$ cat src/rtl/decoder_scan_ctrl_if.sv
// Control and decoder-drive bundle between a scan master and decoder_scan_ctrl.
// The slave modport is the sequencer; the master modport drives start/stop and the scan setup.
interface decoder_scan_ctrl_if #(
  parameter int DWELL_W = 8
);
  logic               start;
  logic               stop;
  logic               mode;
  logic [7:0]         ch_mask;
  logic [DWELL_W-1:0] dwell;
  logic               A2;
  logic               A1;
  logic               A0;
  logic               E1_n;
  logic               E2_n;
  logic               E3;
  logic               busy;
  logic               ch_tick;
  logic               done;

  modport master (
    output start, stop, mode, ch_mask, dwell,
    input  A2, A1, A0, E1_n, E2_n, E3, busy, ch_tick, done
  );

  modport slave (
    input  start, stop, mode, ch_mask, dwell,
    output A2, A1, A0, E1_n, E2_n, E3, busy, ch_tick, done
  );
endinterface

$ cat src/rtl/decoder_scan_ctrl.sv
// Scans the enabled channels of a latched mask in ascending order, holding each for a dwell time.
// Outputs registered; one-cycle break-before-make gap between channels; stop aborts without done.
module decoder_scan_ctrl #(
  parameter int DWELL_W = 8
) (
  input logic              clk,
  input logic              rst_n,
  decoder_scan_ctrl_if.slave bus
);
  typedef enum logic [1:0] {IDLE, ACTIVE, GAP} state_t;

  state_t             state_q, state_d;
  logic [2:0]         addr_q, addr_d;
  logic [7:0]         mask_q, mask_d;
  logic [DWELL_W-1:0] dwell_q, dwell_d;
  logic [DWELL_W-1:0] cnt_q, cnt_d;
  logic               en_q, en_d;
  logic               busy_q, busy_d;
  logic               tick_q, tick_d;
  logic               done_q, done_d;

  logic [3:0]         start_hit;
  logic [3:0]         above_hit;
  logic [3:0]         wrap_hit;
  logic [2:0]         next_ch;

  // Returns {found, index} of the lowest set bit of m at or above position from.
  function automatic logic [3:0] find_set(input logic [7:0] m, input logic [3:0] from);
    logic [3:0] r;
    r = 4'd0;
    for (int i = 7; i >= 0; i--) begin
      if (m[i] && (i >= int'(from))) r = {1'b1, 3'(i)};
    end
    return r;
  endfunction

  always_comb begin
    start_hit = find_set(bus.ch_mask, 4'd0);
    above_hit = find_set(mask_q, {1'b0, addr_q} + 4'd1);
    wrap_hit  = find_set(mask_q, 4'd0);
    next_ch   = above_hit[3] ? above_hit[2:0] : wrap_hit[2:0];

    state_d = state_q;
    addr_d  = addr_q;
    mask_d  = mask_q;
    dwell_d = dwell_q;
    cnt_d   = cnt_q;
    en_d    = 1'b0;
    busy_d  = 1'b0;
    tick_d  = 1'b0;
    done_d  = 1'b0;

    unique case (state_q)
      IDLE: begin
        if (bus.start && !bus.stop && start_hit[3]) begin
          mask_d  = bus.ch_mask;
          dwell_d = (bus.dwell == '0) ? DWELL_W'(1) : bus.dwell;
          addr_d  = start_hit[2:0];
          cnt_d   = DWELL_W'(1);
          state_d = ACTIVE;
          en_d    = 1'b1;
          busy_d  = 1'b1;
          tick_d  = 1'b1;
        end
      end
      ACTIVE: begin
        if (bus.stop) begin
          state_d = IDLE;
        end else if (cnt_q == dwell_q) begin
          // mode is only consulted here, at the end of each channel.
          if (above_hit[3] || !bus.mode) begin
            state_d = GAP;
            busy_d  = 1'b1;
          end else begin
            state_d = IDLE;
            done_d  = 1'b1;
          end
        end else begin
          cnt_d  = cnt_q + DWELL_W'(1);
          en_d   = 1'b1;
          busy_d = 1'b1;
        end
      end
      GAP: begin
        if (bus.stop) begin
          state_d = IDLE;
        end else begin
          addr_d  = next_ch;
          cnt_d   = DWELL_W'(1);
          state_d = ACTIVE;
          en_d    = 1'b1;
          busy_d  = 1'b1;
          tick_d  = 1'b1;
        end
      end
      default: state_d = IDLE;
    endcase
  end

  always_ff @(posedge clk or negedge rst_n) begin
    if (!rst_n) begin
      state_q <= IDLE;
      addr_q  <= 3'd0;
      mask_q  <= 8'd0;
      dwell_q <= DWELL_W'(1);
      cnt_q   <= '0;
      en_q    <= 1'b0;
      busy_q  <= 1'b0;
      tick_q  <= 1'b0;
      done_q  <= 1'b0;
    end else begin
      state_q <= state_d;
      addr_q  <= addr_d;
      mask_q  <= mask_d;
      dwell_q <= dwell_d;
      cnt_q   <= cnt_d;
      en_q    <= en_d;
      busy_q  <= busy_d;
      tick_q  <= tick_d;
      done_q  <= done_d;
    end
  end

  assign bus.A2      = addr_q[2];
  assign bus.A1      = addr_q[1];
  assign bus.A0      = addr_q[0];
  assign bus.E3      = en_q;
  assign bus.E1_n    = ~en_q;
  assign bus.E2_n    = ~en_q;
  assign bus.busy    = busy_q;
  assign bus.ch_tick = tick_q;
  assign bus.done    = done_q;
endmodule
$ cat src/flat_wrapper.sv
// flat-port wrapper written by rule: the top's interface ports become plain ports
module decoder_scan_ctrl_flat 
#(
  parameter int DWELL_W = 8
)
  (clk, rst_n, bus_start, bus_stop, bus_mode, bus_ch_mask, bus_dwell, bus_A2, bus_A1, bus_A0, bus_E1_n, bus_E2_n, bus_E3, bus_busy, bus_ch_tick, bus_done);
  decoder_scan_ctrl_if #(.DWELL_W(DWELL_W)) bus_i ();
  input logic clk;
  input logic rst_n;
  input wire logic [$bits(bus_i.start)-1:0] bus_start;
  input wire logic [$bits(bus_i.stop)-1:0] bus_stop;
  input wire logic [$bits(bus_i.mode)-1:0] bus_mode;
  input wire logic [$bits(bus_i.ch_mask)-1:0] bus_ch_mask;
  input wire logic [$bits(bus_i.dwell)-1:0] bus_dwell;
  output wire logic [$bits(bus_i.A2)-1:0] bus_A2;
  output wire logic [$bits(bus_i.A1)-1:0] bus_A1;
  output wire logic [$bits(bus_i.A0)-1:0] bus_A0;
  output wire logic [$bits(bus_i.E1_n)-1:0] bus_E1_n;
  output wire logic [$bits(bus_i.E2_n)-1:0] bus_E2_n;
  output wire logic [$bits(bus_i.E3)-1:0] bus_E3;
  output wire logic [$bits(bus_i.busy)-1:0] bus_busy;
  output wire logic [$bits(bus_i.ch_tick)-1:0] bus_ch_tick;
  output wire logic [$bits(bus_i.done)-1:0] bus_done;
  assign bus_i.start = bus_start;
  assign bus_i.stop = bus_stop;
  assign bus_i.mode = bus_mode;
  assign bus_i.ch_mask = bus_ch_mask;
  assign bus_i.dwell = bus_dwell;
  assign bus_A2 = bus_i.A2;
  assign bus_A1 = bus_i.A1;
  assign bus_A0 = bus_i.A0;
  assign bus_E1_n = bus_i.E1_n;
  assign bus_E2_n = bus_i.E2_n;
  assign bus_E3 = bus_i.E3;
  assign bus_busy = bus_i.busy;
  assign bus_ch_tick = bus_i.ch_tick;
  assign bus_done = bus_i.done;
  decoder_scan_ctrl #(.DWELL_W(DWELL_W)) u_core (.clk(clk), .rst_n(rst_n), .bus(bus_i));
endmodule
$ cat config.mk
export PLATFORM = sky130hd
export DESIGN_NAME = decoder_scan_ctrl_flat
export DESIGN_NICKNAME = d
export VERILOG_FILES = /design/src/rtl/decoder_scan_ctrl_if.sv /design/src/rtl/decoder_scan_ctrl.sv /design/src/flat_wrapper.sv
export SDC_FILE = /design/constraint.sdc
export NUM_CORES = 1
export LEC_CHECK = 0
export BUFFER_PORTS_ARGS = -buffer_cell sky130_fd_sc_hd__buf_2
export CORE_MARGIN = 3
export CORE_UTILIZATION = 37
export CTS_BUF_LIST = sky130_fd_sc_hd__clkbuf_8 sky130_fd_sc_hd__clkbuf_16
export DETAILED_ROUTE_END_ITERATION = 6
export SETUP_SLACK_MARGIN = 0.3
export SLEW_MARGIN = 10
export SYNTH_ARGS = -nofsm -noshare
export SYNTH_HDL_FRONTEND = slang
export SYNTH_SLANG_ARGS = --single-unit
$ cat constraint.sdc
create_clock -name clk -period 2.9 [get_ports clk]
set_clock_uncertainty 0.05 [all_clocks]
set_input_delay 0.29 -clock clk [delete_from_list [all_inputs] [get_ports clk]]
set_output_delay 0.29 -clock clk [all_outputs]
set_load 0.02 [all_outputs]
## Yosys cells after proc, flatten, opt, wreduce, memory -nomap -nowiden

Index checks and enable logic that the tools add are counted.

| operators by class | value |
|---|---|
| add/subtract/negate cells | 2 |
| order comparisons | 8 |
| eq/ne operators | 8 |
| multiplexer cells | 54 |
| bitwise operators | 1 |
| reduce and logical (&&, ||, !) cells | 21 |

Operators by type and width:

| cell | number |
|---|---|
| $mux W4 | 16 |
| $mux W8 | 5 |
| $mux W3 | 11 |
| $pmux W8 S3 | 1 |
| $ge A3 B4 Y1 const A | 4 |
| $mux W1 | 12 |
| $logic_and A1 B1 Y1 | 10 |
| $add A8 B1 Y8 const B | 1 |
| $eq A8 B8 Y1 | 1 |
| $ge A1 B4 Y1 const A | 2 |
| $ge A2 B4 Y1 const A | 2 |
| $logic_not A8 Y1 | 1 |
| $mux W2 | 4 |
| $ne A2 B2 Y1 const B | 3 |
| $pmux W1 S3 | 2 |
| $pmux W2 S3 | 1 |
| $pmux W3 S2 | 1 |
| $reduce_and A5 Y1 | 1 |
| $add A3 B1 Y4 const B | 1 |
| $reduce_and A2 Y1 | 2 |
| $ne A3 B2 Y1 const B | 1 |
| $reduce_and A3 Y1 | 1 |
| $reduce_bool A3 Y1 | 1 |
| $eq A2 B1 Y1 const B | 1 |
| other kinds (8) | 9 |

| word-level totals | value |
|---|---|
| bits in registers | 33 |
| input port bits | 21 |

## Logic depth before layout (Yosys ltp)

| depth | value |
|---|---|
| depth after elaboration | 16 |
| depth in mapped cells | 7 |

## Worst setup path after synthesis

Ideal clock, no wire load.

| timing | value |
|---|---|
| path kind | flip-flop to flip-flop |
| from | register u_core.addr_q[1] |
| to | register u_core.addr_q[0] |
| arrival time | 2.022 ns |
| required time | 2.739 ns |
| slack | 0.717 ns |
| stages on the path, launching flop included | 8 |
| cell sequence | dfrtp_1 > inv_1 > ha_1 > nand2b_1 > o311a_1 > a221oi_1 > o2111ai_1 > a222oi_1 |

| between the ends | value |
|---|---|
| cells in the longest elaborated chain, start to end | 14 |
| elaborated cells between the ends (all ways) | 28 |

RTL lines:

| what | line | source |
|---|---|---|
| start: declaration | decoder_scan_ctrl.sv:13 | `logic [2:0] addr_q, addr_d;` |
| start signal: assignment | decoder_scan_ctrl.sv:113 | `addr_q <= addr_d;` |
| $add A3 B1 Y4 * | decoder_scan_ctrl.sv:39 | `above_hit = find_set(mask_q, {1'b0, addr_q} + 4'd1);` |
| $ge A3 B4 Y1 | decoder_scan_ctrl.sv:32 | `if (m[i] && (i >= int'(from))) r = {1'b1, 3'(i)};` |
| $logic_and A1 B1 Y1 | decoder_scan_ctrl.sv:32 |  |
| $mux W4 (7 in series) | decoder_scan_ctrl.sv:32 |  |
| $mux W4 * | decoder_scan_ctrl.sv:32 |  |
| $mux W3 * | decoder_scan_ctrl.sv:41 | `next_ch = above_hit[3] ? above_hit[2:0] : wrap_hit[2:0];` |
| $mux W3 * | decoder_scan_ctrl.sv:85 | `if (bus.stop) begin` |
| $pmux W3 S2 * | decoder_scan_ctrl.sv:53 | `unique case (state_q)` |

Mark *: on every way between the ends. The rest lies on a longest branch, timed or not. The select of a mux whose other input is x is not followed.
A chain may end at the register's enable or synchronous reset.

## Worst setup path after layout

Ends and elaborated chain as after synthesis.

==> results.py <==
metrics = {
    "run_status": {
        "status": "completed",
    },
    "synth": {
        "synth_cell_types": 47,
        "async_flop_share_pct": 100,
        "syn-num-nets": 219,
        "ys_top_cells_by_area": "dfrtp_1, mux2_2, xnor2_1",
        "yosys_warnings": 0,
        "syn_avg_cell_area_um2": 9.93,
        "syn_area_mm2": 0.00192,
        "netlist.top_cell.by_area": "dfrtp_1",
        "synth_ff_type": "dfrtp_1",
        "synth_edf_count": 0,
        "synth_top_area_share_pct": 41.8,
        "netlist_instances": 193,
        "synth.yosys.seq_area_share_pct": 43.1,
        "ys_ff_latch": 33,
    },
    "routing": {
        "drt_iter0_drc": 122,
        "drt_wl_total_mm": 4.20,
        "ant_nets": 0,
        "wl_per_cell_um": 14.3,
        "drt_first_pass_iters": 4,
        "drc": 0,
        "avgViaCountPerCell": 5.33,
        "vias": 1566,
    },
    "clock_network": {
        "clock_sinks": 33,
        "cts.repair.resized": 0,
        "cts_tree": "done",
        "cts_buffers": 5,
        "cts.clk_slew.worst_paths_ps": 70,
        "post-cts-setup-buffers": 0,
        "root_buffer": "clkbuf_8",
        "hold_buffers": 0,
        "clockBufferDepth": 2,
        "clk_latency_ps": 280,
        "htree_levels": 2,
    },
    "pwr": {
        "p_leak_uw": 0.00101,
        "swShare_pct": 35.1,
        "fin_total_pwr_uw": 1450,
        "pwr-share-clk_pct": 24.5,
        "internal-power_uw": 943,
        "ir_worst_vdd_mv": 0.474,
        "switchingPower_uw": 511,
        "seqPwrFrac_pct": 44.6,
        "power_density_mw_per_mm2": 650,
        "comb_power_share_pct": 30.8,
    },
    "worst_hold_path": {
        "hp-class": "in2async",
    },
    "critical_path": {
        "crit_top_cell": "a222oi_1",
        "critPathKind": "reg2reg",
        "slowest_delay_ps": 460,
        "cp-start-kind": "flip-flop",
        "r2r_slack_ps": 670,
        "worst_ep_arrival_time_ps": 2350,
        "rr_endpoint": "u_core.addr_q[0]",
        "slowest_stage": "dfrtp_1",
        "crit_path_max_fanout": 8,
        "cp_cell_sequence": "ha_1 > a21boi_0 > a21o_1 > a222oi_1 > o311a_1 > a222oi_1",
        "r2r-start": "u_core.addr_q[1]",
        "required_ps": 3020,
        "cp-end-kind": "flip-flop",
        "worstRegToRegCells": 6,
    },
    "global_routing": {
        "grt_pass1_wl_mm": 7.22,
        "grt-ovfl-total": 0,
        "antenna_found_initial": 0,
        "grt_pass1_vias": 1479,
        "grt.total_usage_pct": 14.8,
        "grt_max_degree": 34,
    },
    "sta": {
        "slew_headroom_pct": 50.7,
        "setup_viol": 0,
        "post-route-min-period_ps": 2230,
        "hold_viol": 0,
        "rsz0062_at_grt": "no",
        "worst_pin_slew_ps": 739,
        "finalCritPeriodShare_pct": 76.9,
        "timing.fmax_mhz": 448,
        "tns_ps": 0,
        "final_max_slew_viol_count": 0,
        "hold_ws_ps": 13.8,
    },
    "placed_design": {
        "io_buffers": 29,
        "place.gp.congestion": 0.908,
        "dp_hpwl_mm": 3.20,
    },
    "finish": {
        "drive_gt1_share_pct": 27.3,
        "area_growth_pct": 16.8,
        "n_antenna_cell": 0,
        "fin_nets": 253,
        "final_util_pct": 46.2,
    },
    "floorplanning": {
        "coreArea_mm2": 0.00485,
        "io_pins": 30,
        "die_w_um": 78.0,
        "start_util_pct": 39.5,
        "fp.dieH_um": 78.0,
        "std_cell_rows": 25,
        "die-area_mm2": 0.00608,
    },
    "flow_run": {
        "maxCapViolCount": 0,
    },
}
-- cells in the mapped netlist (all sizes together), types with 3 or more instances --
library cell and number:
dfrtp 32, mux2 15, inv 13, nand2 11, o21ai 11, nor2 10, a21oi 9, xnor2 9
nand3 7, o211ai 7, ha 5, nand2b 5, or4 5, and3 4, buf 4, nor2b 4
a21o 3, a31oi 3, nand4 3
-- sequential cells by signal, summed over array words and instances, names as in the netlist --
| name | count |
|---|---|
| u_core.bus.done | 1 |
| u_core.state_q | 2 |
| u_core.mask_q | 8 |
| u_core.addr_q | 3 |
| u_core.bus.ch_tick | 1 |
| u_core.dwell_q | 8 |
| u_core.bus.busy | 1 |
| u_core.bus.E3 | 1 |
| u_core.cnt_q | 8 |
-- through the flow --
step | instances | setup slack (ps) | cell area [µm²]
global placement | 287 | 597 | 2140
CTS | 294 | 535 | 2230
detailed placement | 287 | 554 | 2140
finish | 294 | 670 | 2240
global route | 294 | 445 | 2240
floorplan | 193 | 717 | 1920
-- power groups by stage --
stage,clock [µW],sequential (µW),combinational (µW)
3_3_place_gp,0,658,441
6_report,357,649,448
5_1_grt,388,669,502
4_1_cts,371,649,445
2_1_floorplan,0,641,323
3_5_place_dp,0,657,441
-- cell families (layout without fill, tap and decap cells) --
group	count (synthesis)	count (layout)	synth area share (%)
buf+inv	18	52	4.05
mux	16	16	9.33
compound gates	49	49	17.9
xor+xnor	11	11	5.03
fa+ha+maj	5	5	3.26
simple gates	61	61	17.3
flops	33	33	43.1
-- cell usage in the layout, fill, tap and decap left out, types with 4 or more instances in the layout --
master	instances
dfrtp_1	32
and3_1	4
o21ai_0	9
inv_1	12
nand2b_1	5
xnor2_1	9
or4_1	4
nand2_1	11
buf_2	29
o211ai_1	7
nor2b_1	4
nand3_1	7
clkbuf_8	6
nor2_1	10
a21oi_1	9
mux2_2	15
ha_1	5
-- metal layers --
layer / track usage [%] / wire [µm]
met1: 23.2 / 2230
met3: 3.25 / 233
met4: 4.72 / 65
met5: 0 / 0
met2: 19.7 / 1680
-- worst max-delay path by stage --
stage,start,end,slack (ps)
2_1_floorplan,u_core.addr_q[1],u_core.addr_q[0],720
3_3_place_gp,bus_ch_mask[4],u_core.cnt_q[7],600
3_5_place_dp,u_core.addr_q[1],u_core.bus.busy,550
4_1_cts,u_core.addr_q[1],u_core.addr_q[0],530
5_1_grt,u_core.addr_q[1],u_core.addr_q[0],440
6_report,u_core.addr_q[1],u_core.addr_q[0],670
-- worst max-delay path, delay by kind of cell, from the launching register on --
family | cells | cell delay (ps)
DFF | 1 | 460
adders and majority gates | 1 | 320
AOI/OAI and AO/OA | 5 | 1290
-- area by class of cell --
| class | instances | area (µm²) |
|---|---|---|
| Inverter | 13 | 51.3 |
| Tap cell | 67 | 83.8 |
| Multi-Input combinational cell | 142 | 1020 |
| Fill cell | 485 | 2610 |
| Timing Repair Buffer | 32 | 168 |
| Clock inverter | 1 | 7.51 |
| Clock buffer | 6 | 82.6 |
| Sequential cell | 33 | 827 |
Note: power is estimated with default switching activity, not from simulation.
